$ cat src/rtl/mul_sequencer.sv
// mul_sequencer: shift-add sequential multiplier that borrows an external WIDTH-bit adder.
// Ports: clock/clear (async active-high); start, op_a, op_b, signed_mode request a multiply;
// add_a/add_b/add_sum form the shared adder loop; busy/done report progress;
// result_hi/result_lo carry the 2*WIDTH product.
// Define MUL_SIGNED_EN to honour signed_mode (magnitude multiply plus a final negate cycle).
module mul_sequencer #(
  parameter int WIDTH = 32
) (
  input  logic             clock,
  input  logic             clear,
  input  logic             start,
  input  logic [WIDTH-1:0] op_a,
  input  logic [WIDTH-1:0] op_b,
  input  logic             signed_mode,
  output logic [WIDTH-1:0] add_a,
  output logic [WIDTH-1:0] add_b,
  input  logic [WIDTH-1:0] add_sum,
  output logic             busy,
  output logic             done,
  output logic [WIDTH-1:0] result_hi,
  output logic [WIDTH-1:0] result_lo
);
  localparam int CW = $clog2(WIDTH + 1);
  typedef enum logic [1:0] {IDLE, ITER, FIX, DONE} state_t;
  state_t state;
  logic [WIDTH-1:0] hi, mplier, mcand, mag_a, mag_b;
  logic [CW-1:0] cnt;
  logic fix, neg, carry;
`ifdef MUL_SIGNED_EN
  assign mag_a = (signed_mode && op_a[WIDTH-1]) ? -op_a : op_a;
  assign mag_b = (signed_mode && op_b[WIDTH-1]) ? -op_b : op_b;
  assign neg = signed_mode & (op_a[WIDTH-1] ^ op_b[WIDTH-1]);
`else
  logic unused_signed_mode;
  assign unused_signed_mode = signed_mode;
  assign mag_a = op_a;
  assign mag_b = op_b;
  assign neg = 1'b0;
`endif
  assign add_a = (state == ITER) ? hi : '0;
  assign add_b = (state == ITER && mplier[0]) ? mcand : '0;
  // The external adder only returns WIDTH bits, so rebuild its carry-out from the MSBs.
  assign carry = (add_a[WIDTH-1] & add_b[WIDTH-1]) |
                 ((add_a[WIDTH-1] | add_b[WIDTH-1]) & ~add_sum[WIDTH-1]);
  // The product accumulates in {hi, mplier}; its halves are the result between operations.
  assign result_hi = hi;
  assign result_lo = mplier;
  always_ff @(posedge clock or posedge clear) begin
    if (clear) begin
      state  <= IDLE;
      hi     <= '0;
      mplier <= '0;
      mcand  <= '0;
      cnt    <= '0;
      fix    <= 1'b0;
      busy   <= 1'b0;
      done   <= 1'b0;
    end else begin
      case (state)
        IDLE, DONE: begin
          done <= 1'b0;
          if (start) begin
            mcand  <= mag_a;
            mplier <= mag_b;
            hi     <= '0;
            cnt    <= '0;
            fix    <= neg;
            busy   <= 1'b1;
            state  <= ITER;
          end else begin
            state <= IDLE;
          end
        end
        ITER: begin
          {hi, mplier} <= {carry, add_sum, mplier[WIDTH-1:1]};
          cnt <= cnt + 1'b1;
          if (cnt == CW'(WIDTH - 1)) begin
            state <= fix ? FIX : DONE;
            busy  <= fix;
            done  <= ~fix;
          end
        end
        FIX: begin
          {hi, mplier} <= -{hi, mplier};
          busy  <= 1'b0;
          done  <= 1'b1;
          state <= DONE;
        end
      endcase
    end
  end
endmodule

$ cat config.mk
export PLATFORM = sky130hd
export DESIGN_NAME = mul_sequencer
export DESIGN_NICKNAME = d
export VERILOG_FILES = /design/src/rtl/mul_sequencer.sv
export SDC_FILE = /design/constraint.sdc
export NUM_CORES = 1
export LEC_CHECK = 0
export BUFFER_PORTS_ARGS = -buffer_cell sky130_fd_sc_hd__buf_4
export CAP_MARGIN = 0
export CORE_MARGIN = 2
export CORE_UTILIZATION = 40
export CTS_CLUSTER_SIZE = 25
export DETAILED_ROUTE_END_ITERATION = 8
export PLACE_DENSITY = 0.66
export SLEW_MARGIN = 20
export SYNTH_ARGS = -nofsm -noshare
export SYNTH_HDL_FRONTEND = slang
export SYNTH_SLANG_ARGS = --single-unit
$ cat constraint.sdc
create_clock -name clock -period 5 [get_ports clock]
set_input_delay 1.5 -clock clock [delete_from_list [all_inputs] [get_ports clock]]
set_output_delay 1.5 -clock clock [all_outputs]
set_load 0.05 [all_outputs]
==> run summary, run 1 <==
Status -> complete, no violations
Worst path top cell family by delay -> buffers and inverters
CTS tree -> yes
Worst-path clk slew -> 70 ps
Hold_buf cts -> 0
Tcrit/Tclk final -> 73.66%
Cell area after layout -> 8611 um^2
Area delta synth->final -> 32.24%
Routed WL per cell -> 17.38 um
Vias in the first global route -> 6314
Post_cts resized -> 0
Clock sinks -> 105
CP endpoint kind -> output port
Core ar. -> 15890 um^2
Register area share after synthesis -> 40.35%
Total GRT Usage -> 23.15%
DRT Pass-1 Iters -> 5
Maximum vdd drop -> 0.0003728 V
Number of remaining DRC errors -> 0
Grt ovf -> 0
Most frequent cells in the layout -> buf_4, nand2_1, dfrtp_1, and3_1, and2_1
Die Span X -> 131.6 um
Share of layout cells above drive strength 1 -> 28.47%
PwrDens -> 670.9 nW/um^2
Clock Tree Buf Depth -> 2
Die ar. -> 17310 um^2
Final #Nets -> 1051
Routed vias/inst -> 5.579
Worst Hold Class -> flop to flop
Non-filler instance count after layout -> 1168
Worst Min Path Start -> mcand[1]
RR Startpoint -> result_lo[19]
Worst EP required -> 3500 ps
Distinct cells, synth -> 57
Boundary Pins -> 230
Critical Path Max Stage Delay -> 590 ps
Slew headroom -> 53.45%
Ys async rst share -> 100.0%
Measured slew at the worst slew-check pin -> 696.9 ps
Routed Antenna Nets -> 0
Die height -> 131.6 um
Initial core utilization -> 40.99%
Worst setup path start -> done
DR vias -> 6516
Mapped Area -> 6511 um^2
Insertion delay to the later sink of the worst-skew pair -> 350 ps
Synth Flop Type -> dfrtp_1
Initial antenna violation count -> 0
Total CTS buffers -> 9
Overall routed net length -> 20300 um
Port buffer count -> 228
Max Slew Vio Count -> 0
Htree depth -> 3
Hold_ws -> 464.4 ps
Static Leak -> 4.261 nW
Critical-path cell list -> inv_1 > ha_2 > buf_12 > and3_1 > buf_4
Top achievable clock speed -> 0.2715 GHz
Post-Syn Area per Cell -> 8.556 um^2
Crit Path Max Fanout -> 69
Post-Syn Instances -> 761
Gpl congestion -> 0.8619
EDFF count, synth -> 0
CP arrival -> 2180 ps
Total Power -> 5.777 mW
Largest net degree at the start of global routing -> 70
#FFs+latches synth -> 105
CP bufs+invs -> 3
DP HPWL -> 13900 um
Setup Crit Path Kind -> flop to output port
Site row count -> 46
Syn nets -> 865
Synth warnings -> 0
Antenna cells -> 0
Postcts setup bufs -> 0
Dpl cell area -> 8352 um^2
# setup viols final -> 0
Min Tclk post-route -> 3683 ps
Setup tns final -> 0 ps
Root Driver -> clkbuf_16
Crit path launch type -> flop
Inst Count DP -> 1152
Commonest non-fill, non-tap cell in the layout -> buf_4
Final Hold Vio Count -> 0
Initial DRC Count -> 419
Fill cell count -> 1555
CP max-delay cell -> ha_2
Setup repair after global routing missed its margin -> false
Max-Cap Viols -> 0
First-pass GRT wire length -> 33100 um
Layout Skew -> 5.738 ps
## cell type report
cell class              count  area (um^2)  area share (%)
well taps                 216        270.3           3.139
inverters                   8        32.53          0.3778
multi-input cells         583         3607           41.89
repair buffers            240         1814           21.07
clock inverters             2        15.01          0.1744
flip-flops and latches    105         2628           30.51
clock buffers              14        244.0           2.833
## where the power goes
part           total (mW)  internal, mW  switching [mW]
clock               0.659         0.340           0.320
combinational        3.45          1.13            2.32
sequential           1.67          1.20           0.461
## through the flow
| stage | setup WS (ps) | utilization [%] |
|---|---|---|
| 4_1_cts | 1298 | 54.21 |
| 6_report | 1317 | 54.21 |
| 3_5_place_dp | 1683 | 52.58 |
| 2_1_floorplan | 739.5 | - |
| 5_1_grt | 1172 | 54.21 |
| 3_3_place_gp | 1694 | 52.58 |
## synth_stat cells, types with 3 or more instances
library cell    n  area [um^2]
nand2_1       127        476.7
dfrtp_1       105         2628
clkbuf_1       53        198.9
and3_1         36        225.2
and2_1         35        219.0
nor2_1         34        127.6
nor3_1         33        165.2
nand3_1        31        155.2
o21ai_0        30        150.1
mux2i_1        29        290.3
xor2_1         29        254.0
nor4_1         21        131.4
a22oi_1        19        142.6
o221ai_1       18        157.7
a21oi_1        15        75.07
or3_1          14        87.58
or4_1          14        105.1
xnor2_1        10        87.58
o211ai_1        9        67.56
a221o_1         8        80.08
buf_1           8        30.03
inv_1           8        30.03
nand4_1         8        50.05
o21ai_1         5        25.02
o31ai_1         5        37.54
ha_1            4        50.05
nand2b_1        4        25.02
a211o_1         3        26.28
a221oi_1        3        26.28
nor2b_1         3        18.77
o311ai_0        3        26.28
## routing by layer
layer  GRT usage [%]  routed length, um  vias up
met1           31.26               9269     3155
li1                -                  -     3131
met5               0                  0        -
met3           6.211               1262       23
met4           5.616                329        0
met2           37.03               9434      207
## cells by family (layout without fill, tap and decap cells)
| kind of cell | count (synthesis) | in the layout | share of synthesized area, % |
|---|---|---|---|
| buffers and inverters | 73 | 264 | 4.477 |
| DFF | 105 | 105 | 40.35 |
| AOI/OAI and AO/OA | 133 | 133 | 14.37 |
| xor gates and xnor gates | 39 | 39 | 5.246 |
| and+or+nand+nor | 376 | 376 | 29.98 |
| adders and majority gates | 4 | 4 | 0.7687 |
| muxes | 31 | 31 | 4.804 |
## sequential cells by signal (all words and copies together) (netlist names)
register	flops
mcand	32
result_lo	32
state	1
busy	1
result_hi	32
cnt	6
done	1
## worst reg2reg max path: stages, from the launching register on
cell and delay, ps:
dfrtp_1 470, or4_4 600, or4_1 570, nor4b_2 560
nand4_1 390, o31a_1 350, o31ai_1 190
## path summary, 6_finish.rpt
check / end / cells after the start / slack, ps
setup / recovery: add_b[31] / 5 / 1320
hold / removal: mcand[1] / 2 / 460
setup reg to reg: result_hi[22] / 6 / 1780
hold reg to reg: mcand[1] / 2 / 460
max in group asynchronous: mcand[16] / 3 / 2850
min in group asynchronous: result_hi[21] / 2 / 1230
(Power assumes the default switching activity.)
==> inputs of run 2 (changes only) <==
ABC_AREA = 1   (was default)
PLACE_DENSITY = default   (was 0.66)
clock period = 3.6 ns   (was 5 ns; I/O delays follow)
==> run 2 against run 1 <==
  * Core utilization decreased by 0.49 points
  * Sequential power shrank 23%
  * Cell count up 36%
  * Die area rose by 13%
  * Cell area is 12% higher
  * Wire length up 28%
  * Total power fell by 47%
  * Hold slack improved by 41 ps
  * Flip-flop and latch count stayed put
  * Synthesized cell count is 50% higher
  * Setup slack worse by 580 ps
  * Count of clock-buffer cells in the layout decreased by 5
  * Critical endpoint is now add_a[31]
==> run summary, run 2 <==
Gpl congestion -> 0.9097 (was 0.8619)
Post-Synth XOR/XNOR Area -> 0.1185% (was 5.246%)
Top Metal Used -> met4 (unchanged)
Post-Place Worst Slack -> 1065 ps (was 1683 ps)
Static Leak -> 4.942 nW (was 4.261 nW)
Overall routed net length -> 25890 um (was 20300 um)
Die Span X -> 139.9 um (was 131.6 um)
Initial core utilization -> 41.00% (was 40.99%)
Largest family of logic cells by synthesized area -> simple AND/OR/NAND/NOR gates (unchanged)
Commonest non-fill, non-tap cell in the layout -> nand2_1 (was buf_4)
Register area share after synthesis -> 35.56% (was 40.35%)
DR WL met2 -> 11740 um (was 9434 um)
Most frequent cells in the layout -> nand2_1, buf_4, inv_1, nor2_1, o21ai_0 (was buf_4, nand2_1, dfrtp_1, and3_1, and2_1)
Boundary Pins -> 230 (unchanged)
Largest net degree at the start of global routing -> 106 (was 70)
Area delta synth->final -> 31.02% (was 32.24%)
Clock sinks -> 105 (unchanged)
Non-filler instance count after layout -> 1590 (was 1168)
Insertion delay to the later sink of the worst-skew pair -> 370 ps (was 350 ps)
Inst Count DP -> 1574 (was 1152)
Post-Syn Area per Cell -> 6.465 um^2 (was 8.556 um^2)
DRT Pass-1 Iters -> 5 (unchanged)
Maximum vdd drop -> 0.0002667 V (was 0.0003728 V)
Total GRT Usage -> 26.34% (was 23.15%)
Hold_buf cts -> 0 (unchanged)
Total CTS buffers -> 9 (unchanged)
Final Hold Vio Count -> 0 (unchanged)
Synth Area in Compound Gates -> 14.34% (was 14.37%)
Simple-gate area share of the yosys netlist -> 37.37% (was 29.98%)
Adder-cell area share of the yosys netlist -> 0.6773% (was 0.7686%)
Post-Syn Instances -> 1143 (was 761)
Setup tns final -> 0 ps (unchanged)
Most frequent cell after synthesis -> nand2_1 (unchanged)
Postcts setup bufs -> 0 (unchanged)
CTS tree -> yes (unchanged)
Crit Path Max Fanout -> 39 (was 69)
Worst-path clk slew -> 90 ps (was 70 ps)
Min Tclk post-route -> 2859 ps
Setup Crit Path Kind -> flop to output port (unchanged)
Top achievable clock speed -> 0.3497 GHz
Final WS setup -> 740.6 ps (was 1317 ps)
Tcrit/Tclk final -> 79.43%
Measured slew at the worst slew-check pin -> 883.1 ps (was 696.9 ps)
DR vias -> 8100 (was 6516)
Synth area leaders -> dfrtp_1, nand2_1, inv_1 (was dfrtp_1, nand2_1, mux2i_1)
Setup repair after global routing missed its margin -> false (unchanged)
Max Slew Vio Count -> 0 (unchanged)
Ys async rst share -> 100.0% (unchanged)
EDFF count, synth -> 0 (unchanged)
Routed WL per cell -> 16.28 um (was 17.38 um)
Worst EP required -> 2520 ps (was 3500 ps)
Routed Antenna Nets -> 0 (unchanged)
Synth warnings -> 0 (unchanged)
Initial DRC Count -> 575 (was 419)
Htree depth -> 3 (unchanged)
Met1 WL -> 11610 um (was 9269 um)
Crit path launch type -> flop (unchanged)
Post_cts resized -> 0 (unchanged)
Max-Cap Viols -> 0 (unchanged)
CP arrival -> 1780 ps (was 2180 ps)
Root Driver -> clkbuf_16 (unchanged)
First-pass GRT wire length -> 41060 um (was 33100 um)
Largest area contributor in the netlist -> dfrtp_1 (unchanged)
Post-synth top area share -> 35.56% (was 40.35%)
#FFs+latches synth -> 105 (unchanged)
Number of remaining DRC errors -> 0 (unchanged)
Clock Tree Buf Depth -> 2 (unchanged)
# setup viols final -> 0 (unchanged)
Metal3 WL -> 2194 um (was 1262 um)
DP HPWL -> 19230 um (was 13900 um)
Final #Nets -> 1460 (was 1051)
Core ar. -> 18020 um^2 (was 15890 um^2)
Port buffer count -> 228 (unchanged)
Die ar. -> 19580 um^2 (was 17310 um^2)
Slew headroom -> 41.04% (was 53.45%)
Top cells by count, synth -> nand2_1, inv_1, nor2_1 (was nand2_1, dfrtp_1, clkbuf_1)
Fill cell count -> 1891 (was 1555)
Grt ovf -> 0 (unchanged)
Distinct cells, synth -> 37 (was 57)
Layout Skew -> 14.65 ps (was 5.738 ps)
Synth Flop Type -> dfrtp_1 (unchanged)
Status -> complete, no violations (unchanged)
Share of layout cells above drive strength 1 -> 24.17% (was 28.47%)
Site row count -> 49 (was 46)
Initial antenna violation count -> 0 (unchanged)
Mapped Area -> 7390 um^2 (was 6511 um^2)
Routed vias/inst -> 5.094 (was 5.579)
Worst Hold Class -> flop to flop (unchanged)
Antenna cells -> 0 (unchanged)
Syn nets -> 1247 (was 865)
Die height -> 139.9 um (was 131.6 um)
Mux cell area share after synthesis -> 0% (was 4.804%)
Vias in the first global route -> 7611 (was 6314)
PwrDens -> 317.7 nW/um^2 (was 670.9 nW/um^2)
CP endpoint kind -> output port (unchanged)
run 2: cell types whose count changed after synthesis, moves of 35 or more:
| cell | before | now |
|---|---|---|
| inv_1 | 8 | 183 |
| nand3_1 | 31 | 84 |
| nand2_1 | 127 | 286 |
| o21ai_0 | 30 | 115 |
| and3_1 | 36 | 1 |
| nor2_1 | 34 | 152 |
run 2: power by group:
part	internal (mW)	total [mW]	switching, mW
logic	0.228	0.693	0.465
clock network	0.566	1.09	0.528
registers	1.22	1.29	0.0741
run 2: per-layer routing:
metal | up-vias | GRT usage, %
li1 | 4051 | -
met1 | 3741 | 37.73
met2 | 283 | 40.92
met3 | 25 | 5.915
met4 | 0 | 5.842
met5 | - | 0
run 2: worst paths after layout:
| check | from | slack, ps | endpoint | depth (start not counted) |
|---|---|---|---|---|
| worst max-delay path | done | 740 | add_a[31] | 6 |
| worst min-delay path | busy | 500 | busy | 2 |
| worst max register to register | done | 1110 | cnt[5] | 10 |
| worst min register to register | busy | 500 | busy | 2 |
| max in group asynchronous | clear | 2270 | result_hi[10] | 3 |
| min in group asynchronous | clear | 900 | result_lo[5] | 3 |
run 2: final cells by class:
type | count | area [um^2] | share of cell area (%)
clock buffer | 9 | 225.2 | 2.326
clock inverter | 7 | 106.4 | 1.098
inverter | 194 | 734.5 | 7.586
multi-input combinational | 807 | 3882 | 40.10
sequential | 105 | 2628 | 27.14
tap | 229 | 286.5 | 2.959
timing repair buffer | 239 | 1819 | 18.79
run 2: through the flow:
stage,hold WS (ps),power [mW],instance area [um^2],util (%)
after CTS,512.2,3.104,9682,53.71
after floorplan,468.6,1.731,7393,-
after detailed placement,488.5,2.007,9350,51.87
after global routing,528.9,3.195,9682,53.71
final,505.0,3.076,9682,53.71
after global placement,476.1,2.004,9350,51.87
run 2: cells by family (layout without fill, tap and decap cells):
kind of cell | Yosys count | in the layout
adders and majority gates | 4 | 4
DFF | 105 | 105
AOI/OAI and AO/OA | 191 | 191
and+or+nand+nor | 611 | 611
buffers and inverters | 231 | 449
xor gates and xnor gates | 1 | 1
run 2: worst max-delay path, stage by stage (launching register included):
cell and delay (ps):
dfrtp_1 420, inv_1 70, ha_1 160, buf_4 370, nand2_1 120, inv_1 70, buf_4 190
